`config.mk`:
```
export PLATFORM = sky130hd
export DESIGN_NAME = ft_cmd_rx_flat
export DESIGN_NICKNAME = d
export VERILOG_FILES = /design/src/rtl/ft_cmd_rx_pkg.sv /design/src/rtl/ft_cmd_rx_if.sv /design/src/rtl/ft_cmd_rx_frame_parser.sv /design/src/rtl/ft_cmd_rx.sv /design/src/flat_wrapper.sv
export SDC_FILE = /design/constraint.sdc
export NUM_CORES = 1
export LEC_CHECK = 0
export CORE_ASPECT_RATIO = 1.5
export CORE_MARGIN = 4
export CORE_UTILIZATION = 45
export CTS_CLUSTER_DIAMETER = 120
export DETAILED_ROUTE_END_ITERATION = 7
export PLACE_DENSITY_LB_ADDON = 0.05
export SYNTH_ARGS = -nofsm -noshare
export SYNTH_HDL_FRONTEND = slang
export SYNTH_SLANG_ARGS = --single-unit
```
`constraint.sdc`:
```
create_clock -name clk -period 1.4 [get_ports clk]
set_input_delay 0.28 -clock clk [delete_from_list [all_inputs] [get_ports clk]]
set_output_delay 0.28 -clock clk [all_outputs]
set_load 0.03 [all_outputs]
```
`src/rtl/ft_cmd_rx_pkg.sv`:
```
// Shared constants and state encodings for the FT2232H command receive path.
// The transmit framer uses the same flag bytes.
package ft_cmd_rx_pkg;

    localparam int FT_DATA_WIDTH = 8;
    localparam int FT_ADDR_WIDTH = 8;
    localparam logic [7:0] FT_START_FLAG = 8'h5A;
    localparam logic [7:0] FT_STOP_FLAG  = 8'hA5;

    typedef enum logic [1:0] {
        BUS_IDLE = 2'd0,
        BUS_TURN = 2'd1,
        BUS_READ = 2'd2
    } bus_state_e;

    typedef enum logic [1:0] {
        PRS_WAIT_START = 2'd0,
        PRS_GET_ADDR   = 2'd1,
        PRS_GET_DATA   = 2'd2,
        PRS_WAIT_STOP  = 2'd3
    } prs_state_e;

endpackage

```
`src/rtl/ft_cmd_rx_if.sv`:
```
// FT2232H read-side bus plus the decoded command handshake.
// slave = the receiver, master = FT2232H model / arbiter / command consumer.
interface ft_cmd_rx_if #(
    parameter int DATA_WIDTH = ft_cmd_rx_pkg::FT_DATA_WIDTH,
    parameter int ADDR_WIDTH = ft_cmd_rx_pkg::FT_ADDR_WIDTH
) ();
    logic                  rx_grant;
    logic                  ft_rxf_n_i;
    logic [DATA_WIDTH-1:0] ft_data_i;
    logic                  ft_oe_n_o;
    logic                  ft_rd_n_o;
    logic                  rx_busy;
    logic                  cmd_valid;
    logic                  cmd_ready;
    logic [ADDR_WIDTH-1:0] cmd_addr;
    logic [DATA_WIDTH-1:0] cmd_data;
    logic                  frame_err;

    modport slave (
        input  rx_grant, ft_rxf_n_i, ft_data_i, cmd_ready,
        output ft_oe_n_o, ft_rd_n_o, rx_busy, cmd_valid, cmd_addr, cmd_data, frame_err
    );

    modport master (
        output rx_grant, ft_rxf_n_i, ft_data_i, cmd_ready,
        input  ft_oe_n_o, ft_rd_n_o, rx_busy, cmd_valid, cmd_addr, cmd_data, frame_err
    );
endinterface

```
`src/rtl/ft_cmd_rx_frame_parser.sv`:
```
// Deframes START/ADDR/DATA/STOP byte streams into single-entry commands.
// A bad STOP byte pulses frame_err; a START in that slot resynchronises.
module ft_cmd_rx_frame_parser
    import ft_cmd_rx_pkg::*;
#(
    parameter int                    DATA_WIDTH = FT_DATA_WIDTH,
    parameter int                    ADDR_WIDTH = FT_ADDR_WIDTH,
    parameter logic [DATA_WIDTH-1:0] START_FLAG = DATA_WIDTH'(FT_START_FLAG),
    parameter logic [DATA_WIDTH-1:0] STOP_FLAG  = DATA_WIDTH'(FT_STOP_FLAG)
) (
    input  logic                  clk,
    input  logic                  rst,
    input  logic                  byte_valid_i,
    input  logic [DATA_WIDTH-1:0] byte_i,
    output logic                  cmd_valid_o,
    input  logic                  cmd_ready_i,
    output logic [ADDR_WIDTH-1:0] cmd_addr_o,
    output logic [DATA_WIDTH-1:0] cmd_data_o,
    output logic                  frame_err_o
);

    prs_state_e            state_q, state_d;
    logic [ADDR_WIDTH-1:0] pend_addr_q, pend_addr_d, cmd_addr_q, cmd_addr_d;
    logic [DATA_WIDTH-1:0] pend_data_q, pend_data_d, cmd_data_q, cmd_data_d;
    logic                  cmd_valid_q, cmd_valid_d;
    logic                  frame_err_q, frame_err_d;

    // State and datapath registers
    always_ff @(posedge clk) begin
        if (rst) begin
            state_q     <= PRS_WAIT_START;
            pend_addr_q <= '0;
            pend_data_q <= '0;
            cmd_addr_q  <= '0;
            cmd_data_q  <= '0;
            cmd_valid_q <= 1'b0;
            frame_err_q <= 1'b0;
        end else begin
            state_q     <= state_d;
            pend_addr_q <= pend_addr_d;
            pend_data_q <= pend_data_d;
            cmd_addr_q  <= cmd_addr_d;
            cmd_data_q  <= cmd_data_d;
            cmd_valid_q <= cmd_valid_d;
            frame_err_q <= frame_err_d;
        end
    end

    // Next parser state, advanced only by accepted bytes
    always_comb begin
        state_d = state_q;
        if (byte_valid_i) begin
            case (state_q)
                PRS_WAIT_START: state_d = (byte_i == START_FLAG) ? PRS_GET_ADDR : PRS_WAIT_START;
                PRS_GET_ADDR:   state_d = PRS_GET_DATA;
                PRS_GET_DATA:   state_d = PRS_WAIT_STOP;
                PRS_WAIT_STOP:  state_d = (byte_i != STOP_FLAG && byte_i == START_FLAG)
                                          ? PRS_GET_ADDR : PRS_WAIT_START;
                default:        state_d = PRS_WAIT_START;
            endcase
        end else begin
            state_d = state_q;
        end
    end

    // Pending capture, command load/release and error pulse
    always_comb begin
        pend_addr_d = pend_addr_q;
        pend_data_d = pend_data_q;
        cmd_addr_d  = cmd_addr_q;
        cmd_data_d  = cmd_data_q;
        cmd_valid_d = cmd_valid_q && !cmd_ready_i;
        frame_err_d = 1'b0;
        if (byte_valid_i) begin
            case (state_q)
                PRS_WAIT_START: pend_addr_d = pend_addr_q;
                PRS_GET_ADDR:   pend_addr_d = byte_i[ADDR_WIDTH-1:0];
                PRS_GET_DATA:   pend_data_d = byte_i;
                PRS_WAIT_STOP: begin
                    if (byte_i == STOP_FLAG) begin
                        cmd_valid_d = 1'b1;
                        cmd_addr_d  = pend_addr_q;
                        cmd_data_d  = pend_data_q;
                    end else begin
                        frame_err_d = 1'b1;
                    end
                end
                default:        pend_addr_d = pend_addr_q;
            endcase
        end else begin
            frame_err_d = 1'b0;
        end
    end

    assign cmd_valid_o = cmd_valid_q;
    assign cmd_addr_o  = cmd_addr_q;
    assign cmd_data_o  = cmd_data_q;
    assign frame_err_o = frame_err_q;

endmodule

```
`src/rtl/ft_cmd_rx.sv`:
```
// FT2232H synchronous-FIFO read side: bus turnaround FSM feeding the frame parser.
// A pending command stalls further reads so no byte is ever dropped.
module ft_cmd_rx
    import ft_cmd_rx_pkg::*;
#(
    parameter int                    DATA_WIDTH = FT_DATA_WIDTH,
    parameter int                    ADDR_WIDTH = FT_ADDR_WIDTH,
    parameter logic [DATA_WIDTH-1:0] START_FLAG = DATA_WIDTH'(FT_START_FLAG),
    parameter logic [DATA_WIDTH-1:0] STOP_FLAG  = DATA_WIDTH'(FT_STOP_FLAG)
) (
    input  logic        clk,
    input  logic        rst,
    ft_cmd_rx_if.slave  bus
);

    bus_state_e            state_q, state_d;
    logic                  oe_n_q;
    logic                  rd_en;
    logic                  cmd_valid;
    logic [ADDR_WIDTH-1:0] cmd_addr;
    logic [DATA_WIDTH-1:0] cmd_data;
    logic                  frame_err;

    // Bus state and registered output enable (follows the next state)
    always_ff @(posedge clk) begin
        if (rst) begin
            state_q <= BUS_IDLE;
            oe_n_q  <= 1'b1;
        end else begin
            state_q <= state_d;
            oe_n_q  <= (state_d == BUS_IDLE);
        end
    end

    // Bus next state
    always_comb begin
        state_d = state_q;
        case (state_q)
            BUS_IDLE: begin
                if (bus.rx_grant && !bus.ft_rxf_n_i && !cmd_valid) begin
                    state_d = BUS_TURN;
                end else begin
                    state_d = BUS_IDLE;
                end
            end
            BUS_TURN: state_d = BUS_READ;
            BUS_READ: begin
                if (bus.ft_rxf_n_i || !bus.rx_grant || cmd_valid) begin
                    state_d = BUS_IDLE;
                end else begin
                    state_d = BUS_READ;
                end
            end
            default:  state_d = BUS_IDLE;
        endcase
    end

    // Read strobe: drops the same cycle grant, data or space disappears
    always_comb begin
        rd_en = 1'b0;
        if (state_q == BUS_READ && !bus.ft_rxf_n_i && bus.rx_grant && !cmd_valid) begin
            rd_en = 1'b1;
        end else begin
            rd_en = 1'b0;
        end
    end

    ft_cmd_rx_frame_parser #(
        .DATA_WIDTH (DATA_WIDTH),
        .ADDR_WIDTH (ADDR_WIDTH),
        .START_FLAG (START_FLAG),
        .STOP_FLAG  (STOP_FLAG)
    ) u_parser (
        .clk          (clk),
        .rst          (rst),
        .byte_valid_i (rd_en),
        .byte_i       (bus.ft_data_i),
        .cmd_valid_o  (cmd_valid),
        .cmd_ready_i  (bus.cmd_ready),
        .cmd_addr_o   (cmd_addr),
        .cmd_data_o   (cmd_data),
        .frame_err_o  (frame_err)
    );

    assign bus.ft_oe_n_o = oe_n_q;
    assign bus.ft_rd_n_o = !rd_en;
    assign bus.rx_busy   = (state_q != BUS_IDLE);
    assign bus.cmd_valid = cmd_valid;
    assign bus.cmd_addr  = cmd_addr;
    assign bus.cmd_data  = cmd_data;
    assign bus.frame_err = frame_err;

endmodule

```
`src/flat_wrapper.sv`:
```
// flat-port wrapper written by rule: the top's interface ports become plain ports
module ft_cmd_rx_flat import ft_cmd_rx_pkg::*;
#(
    parameter int                    DATA_WIDTH = FT_DATA_WIDTH,
    parameter int                    ADDR_WIDTH = FT_ADDR_WIDTH,
    parameter logic [DATA_WIDTH-1:0] START_FLAG = DATA_WIDTH'(FT_START_FLAG),
    parameter logic [DATA_WIDTH-1:0] STOP_FLAG  = DATA_WIDTH'(FT_STOP_FLAG)
)
  (clk, rst, bus_rx_grant, bus_ft_rxf_n_i, bus_ft_data_i, bus_cmd_ready, bus_ft_oe_n_o, bus_ft_rd_n_o, bus_rx_busy, bus_cmd_valid, bus_cmd_addr, bus_cmd_data, bus_frame_err);
  ft_cmd_rx_if #(.DATA_WIDTH(DATA_WIDTH), .ADDR_WIDTH(ADDR_WIDTH)) bus_i ();
  input  logic clk;
  input  logic rst;
  input wire logic [$bits(bus_i.rx_grant)-1:0] bus_rx_grant;
  input wire logic [$bits(bus_i.ft_rxf_n_i)-1:0] bus_ft_rxf_n_i;
  input wire logic [$bits(bus_i.ft_data_i)-1:0] bus_ft_data_i;
  input wire logic [$bits(bus_i.cmd_ready)-1:0] bus_cmd_ready;
  output wire logic [$bits(bus_i.ft_oe_n_o)-1:0] bus_ft_oe_n_o;
  output wire logic [$bits(bus_i.ft_rd_n_o)-1:0] bus_ft_rd_n_o;
  output wire logic [$bits(bus_i.rx_busy)-1:0] bus_rx_busy;
  output wire logic [$bits(bus_i.cmd_valid)-1:0] bus_cmd_valid;
  output wire logic [$bits(bus_i.cmd_addr)-1:0] bus_cmd_addr;
  output wire logic [$bits(bus_i.cmd_data)-1:0] bus_cmd_data;
  output wire logic [$bits(bus_i.frame_err)-1:0] bus_frame_err;
  assign bus_i.rx_grant = bus_rx_grant;
  assign bus_i.ft_rxf_n_i = bus_ft_rxf_n_i;
  assign bus_i.ft_data_i = bus_ft_data_i;
  assign bus_i.cmd_ready = bus_cmd_ready;
  assign bus_ft_oe_n_o = bus_i.ft_oe_n_o;
  assign bus_ft_rd_n_o = bus_i.ft_rd_n_o;
  assign bus_rx_busy = bus_i.rx_busy;
  assign bus_cmd_valid = bus_i.cmd_valid;
  assign bus_cmd_addr = bus_i.cmd_addr;
  assign bus_cmd_data = bus_i.cmd_data;
  assign bus_frame_err = bus_i.frame_err;
  ft_cmd_rx #(.DATA_WIDTH(DATA_WIDTH), .ADDR_WIDTH(ADDR_WIDTH), .START_FLAG(START_FLAG), .STOP_FLAG(STOP_FLAG)) u_core (.clk(clk), .rst(rst), .bus(bus_i));
endmodule
```
==> Yosys cells after proc, flatten, opt, wreduce, memory -nomap -nowiden <==
Cells that the tools add are included.
{ "totals": {"elab_cells": 52, "register_bits": 39, "in_bits": 13} }
{ "op_classes": {"eq_ne": 8, "n_mux": 11, "bitwise": 2, "reduce_logical": 22} }
{ "op_table": {"columns": ["operator", "n"], "rows": [
  ["$eq 8x7->1 const B", 1],
  ["$eq 8x8->1 const B", 1],
  ["$mux 1", 8],
  ["$ne 8x8->1 const B", 1],
  ["$pmux 2 s4", 1],
  ["$logic_and 1x1->1", 7],
  ["$eq 2x2->1 const B", 3],
  ["$logic_not 2->1", 3],
  ["$pmux 2 s3", 1],
  ["$logic_not 1->1", 5],
  ["$eq 2x1->1 const B", 2],
  ["$reduce_and 2->1", 2],
  ["$reduce_and 3->1", 1],
  ["$reduce_or 3->1", 1],
  ["$logic_or 1x1->1", 2],
  ["$mux 2", 1],
  ["$not 1->1", 2],
  ["$reduce_bool 2->1", 1]
]} }

==> Logic depth before layout (Yosys ltp) <==
{ "logic_depth": {"word_depth": 7, "depth_mapped": 6} }

==> By module <==
From an unflattened synthesis, not the netlist that was laid out.
{ "unflattened": {"hier_cells": 183, "area_unflattened_um2": 1732.9} }
{ "by_module_without_submodules": {"columns": ["module", "seq_area_each_um2", "area_each_um2", "cells_each", "n_inst"], "rows": [
  ["ft_cmd_rx_frame_parser", 720.7, 1596.5, 170, 1],
  ["ft_cmd_rx", 60.1, 136.4, 13, 1]
]} }

==> Worst setup path before layout <==
No wires, ideal clock.
{ "synth_timing": {"kind": "register to register", "from": "reg u_core.u_parser.cmd_valid_q, in the netlist u_core.u_parser.cmd_valid_o", "to": "reg u_core.u_parser.cmd_addr_q[0], in the netlist u_core.u_parser.cmd_addr_o[0]", "required_time_ps": 1268, "path_stages_with_launch": 6, "synth_period_minus_slack_ps": 1450, "setup_ps": 132, "slack_ps": -50, "arrival_ps": 1318, "path_cell_list": "dfxtp_1 -> nor3b_2 -> nand4_2 -> clkbuf_1 -> o21ai_0 -> a21oi_1"} }
{ "synth_between": {"elab_chain_len": 4} }
{ "synth_lines": {"columns": ["item", "line_no", "source"], "rows": [
  ["from (decl)", "ft_cmd_rx_frame_parser.sv:25", "logic cmd_valid_q, cmd_valid_d;"],
  ["from (signal assigned)", "ft_cmd_rx_frame_parser.sv:44", "cmd_valid_q <= cmd_valid_d;"],
  ["$logic_not 1->1", "ft_cmd_rx.sv:61", "if (state_q == BUS_READ && !bus.ft_rxf_n_i && bus.rx_grant && !cmd_valid) begin"],
  ["$logic_and 1x1->1", "ft_cmd_rx.sv:61", null],
  ["$mux 1", "ft_cmd_rx.sv:61", null],
  ["$reduce_and 3->1 (no line)", null, null],
  ["to (signal assigned)", "ft_cmd_rx_frame_parser.sv:42", "cmd_addr_q <= cmd_addr_d;"],
  ["to (decl)", "ft_cmd_rx_frame_parser.sv:23", "logic [ADDR_WIDTH-1:0] pend_addr_q, pend_addr_d, cmd_addr_q, cmd_addr_d;"]
]} }
No other way between the ends.
A chain may end at the register's enable or synchronous reset.

==> Final worst setup path <==
{ "layout_timing": {"from": "reg u_core.u_parser.cmd_valid_q, in the netlist u_core.u_parser.cmd_valid_o", "to": "out bus_ft_rd_n_o"} }
{ "layout_between": {"elab_chain_len": 4} }
{ "layout_lines": {"columns": ["item", "line_no", "source"], "rows": [
  ["$logic_not 1->1", "ft_cmd_rx.sv:61", null],
  ["$logic_and 1x1->1", "ft_cmd_rx.sv:61", null],
  ["$mux 1", "ft_cmd_rx.sv:61", null],
  ["$logic_not 1->1", "ft_cmd_rx.sv:86", "assign bus.ft_rd_n_o = !rd_en;"],
  ["to (decl)", "flat_wrapper.sv:18", "output wire logic [$bits(bus_i.ft_rd_n_o)-1:0] bus_ft_rd_n_o;"]
]} }
No other way between the ends.

==> flow_metrics.env <==
export IMPL_routedWlPerCell_um=15.6
export IMPL_whs_ns=0.463
export IMPL_ir_drop_mv=0.790
export IMPL_ys_warn_count=0
export IMPL_rows=26
export IMPL_drive_gt1_frac=0.259
export IMPL_place_congestion=0.854
export IMPL_total_power_mw=2.21
export IMPL_viasPerCell=5.42
export IMPL_htreeDepth=2
export IMPL_layout_min_cycle_time_ns=1.42
export IMPL_slew_headroom=0.749
export IMPL_pin_count=34
export IMPL_yosysMostFrequentCell="dfxtp_1"
export IMPL_final_cells=262
export IMPL_p_comb_frac=0.058
export IMPL_setup_violations_final=1
export IMPL_avgSynthCellArea_um2=9.63
export IMPL_drc=0
export IMPL_dpl_hpwl_um=2780
export IMPL_status="complete, but fails checks"
export IMPL_antenna_cells=0
export IMPL_core_um2=3420
export IMPL_clk_path_buf_depth=2
export IMPL_track_usage=0.198
export IMPL_fmax_mhz=705
export IMPL_synth_mux_area_frac=0.106
export IMPL_rsz0062_at_grt="yes"
export IMPL_die_x_um=56.8
export IMPL_insertion_delay_ns=0.29
export IMPL_synth_xor_area_frac=0
export IMPL_cp_required_ns=1.12
export IMPL_min_period_over_period=1.01
export IMPL_maxCapViolCount=0
export IMPL_synth_area_um2=1610
export IMPL_synth_edf_count=0
export IMPL_grt_max_degree=37
export IMPL_drtIter0Drc=53
export IMPL_drtAntennaViolNets=0
export IMPL_die_area_um2=4620
export IMPL_worst_slack_ns=-0.0176
export IMPL_power_density_nw_per_um2=959
export IMPL_cts_hold_repair_buffers=0
export IMPL_dp_cells=252
export IMPL_utilization=0.673
export IMPL_synth_ff_type="dfxtp_1"
export IMPL_synthAdderAreaFrac=0.0311
export IMPL_violations="setup timing"
export IMPL_arrival_ns=1.14
export IMPL_clock_sinks=39
export IMPL_synth_compound_area_frac=0.117
export IMPL_async_reset_ff_frac=0
export IMPL_yosys_top_cells_area="dfxtp_1 49%, mux2i_1 11%, a21oi_1 5.9%"
export IMPL_fp_dieH_um=81.2
export IMPL_crit_type="reg2out"
export IMPL_drv_slew=0
export IMPL_cts_clk_slew_worst_paths_ns=0.08
export IMPL_swShare=0.206
export IMPL_routed_wl_um=4090
export IMPL_synth_top_cell_area_share=0.485
export IMPL_synth_cell_types=31
export IMPL_syn_nets=184
export IMPL_synth_largest_area_cell="dfxtp_1"
export IMPL_fin_skew_ns=0.00804
export IMPL_path_max_fanout=2
export IMPL_yosys_area_share_simple=0.204
export IMPL_synth_top_family_by_area="simple AND/OR/NAND/NOR gates"
export IMPL_hold_class="in2reg"
export IMPL_numCtsBuffers=5
export IMPL_tightest_slew_ns=0.375
export IMPL_antenna_found_initial=0
export IMPL_clkPwrFrac=0.437
export IMPL_synth_seq_cells=39
export IMPL_area_growth_pct=42.8
export IMPL_switching_power_mw=0.455
export IMPL_nNetsFinal=236
export IMPL_p_int_mw=1.75
export IMPL_cts_tree="done"
export IMPL_seq_power_share=0.505
export IMPL_cts_root_buf="clkbuf_8"
export IMPL_drtPass1Iterations=4
export IMPL_grt_pass1_vias=1484
export IMPL_initial_utilization=0.471
export IMPL_synth_common_cells="39 x dfxtp_1, 19 x a21oi_1, 17 x mux2i_1, 17 x nor2_1, 16 x nand3_1"
export IMPL_synth_seq_area_share=0.485
export IMPL_grt_pass1_wl_um=7000
export IMPL_hold_viol=0
export IMPL_grt_overflow_total=0
export IMPL_netlist_instances=167
export IMPL_io_buffers=33
export IMPL_critPathLaunchType="flop"
export IMPL_num_vias=1419
export IMPL_crit_path_end_kind="primary output"
export IMPL_p_leak_nw=1.04
-- area by class of cell --
class                           instances  area, um^2
Tap cell                               42        52.6
Timing Repair Buffer                   55         498
Multi-Input combinational cell        114         828
Fill cell                             303        1120
Inverter                                4        15.0
Sequential cell                        39         787
Clock buffer                            6        82.6
Clock inverter                          2        35.0
-- flip-flops by register name, indices dropped and copies added (netlist names) --
register,cells
u_core.u_parser.cmd_addr_o,8
u_core.u_parser.cmd_data_o,8
u_core.u_parser.pend_addr_q,8
u_core.u_parser.pend_data_q,8
u_core.state_q,2
u_core.u_parser.state_q,2
u_core.bus.ft_oe_n_o,1
u_core.u_parser.cmd_valid_o,1
u_core.u_parser.frame_err_o,1
-- metrics by stage --
stage | setup WS [ns] | setup TNS, ns | area, um^2
after floorplan | 0.0483 | 0 | 1620
after global placement | -0.614 | -13.97 | 2080
after global routing | -0.0695 | -0.0814 | 2300
after detailed placement | -0.622 | -15.11 | 2080
after CTS | -0.0716 | -0.0828 | 2260
final | -0.0176 | -0.0176 | 2300
-- final timing paths --
kind	start	depth (start not counted)	slack, ns	end
hold reg to reg	u_core.u_parser.pend_data_q[7]$_SDFFE_PP0P_	2	0.47	u_core.u_parser.cmd_data_o[7]$_SDFFE_PP0P_
setup / recovery	u_core.u_parser.cmd_valid_o$_SDFF_PP0_	4	-0.02	bus_ft_rd_n_o
setup reg to reg	u_core.u_parser.cmd_valid_o$_SDFF_PP0_	6	0.07	u_core.u_parser.cmd_addr_o[4]$_SDFFE_PP0P_
hold / removal	bus_ft_rxf_n_i	3	0.46	u_core.state_q[0]$_SDFF_PP0_
-- placed cells by master (no fill, tap or decap), drive strengths merged --
master,instances
and4b,1
clkbuf,6
nor4,1
nor3b,2
and3,1
clkdlybuf4s15,2
nand2b,1
nor3,1
clkinv,1
nand4bb,1
bufinv,1
ha,4
o21ai,16
nand3b,1
dfxtp,39
inv,4
buf,25
nor2,17
mux2i,17
nand4,1
o211ai,1
and2,1
clkdlybuf4s50,2
a31oi,1
a21oi,19
or2,1
nor4b,1
nand3,18
dlygate4sd2,26
nor2b,3
nand2,4
or3b,1
-- cell families after synthesis --
group,count (synthesis)
multiplexers,17
AND/OR/NAND/NOR,56
AO/OA/AOI/OAI,37
buffers and inverters,14
flip-flops,39
adder cells (fa/ha/maj),4
-- critical path: stages (launching register included) --
cell and delay [ns]:
dfxtp_2 0.34, nor3b_4 0.18, and2_4 0.17, inv_2 0.04
buf_6 0.12
-- power groups by stage --
stage,Sequential [mW],Clock (mW),Combinational (mW)
after global placement,1.14,0,0.130
after CTS,1.11,0.987,0.128
after floorplan,1.14,0,0.0397
final,1.11,0.964,0.128
after global routing,1.11,1.04,0.135
after detailed placement,1.14,0,0.131
-- per-layer routing --
layer | vias to the layer above | track usage | wire length (um)
met5 | - | 0 | 0
met4 | 0 | 0.0882 | 103
met3 | 14 | 0.0477 | 217
met2 | 40 | 0.363 | 2160
met1 | 680 | 0.213 | 1610
li1 | 685 | - | -
-- timing repair --
action	CTS	global route
setup endpoints to repair	54	21
gates resized for setup	64	17
gates cloned	2	0
buffers inserted	1	0
pin swaps	10	8
Power figures use the tool's default switching activity.
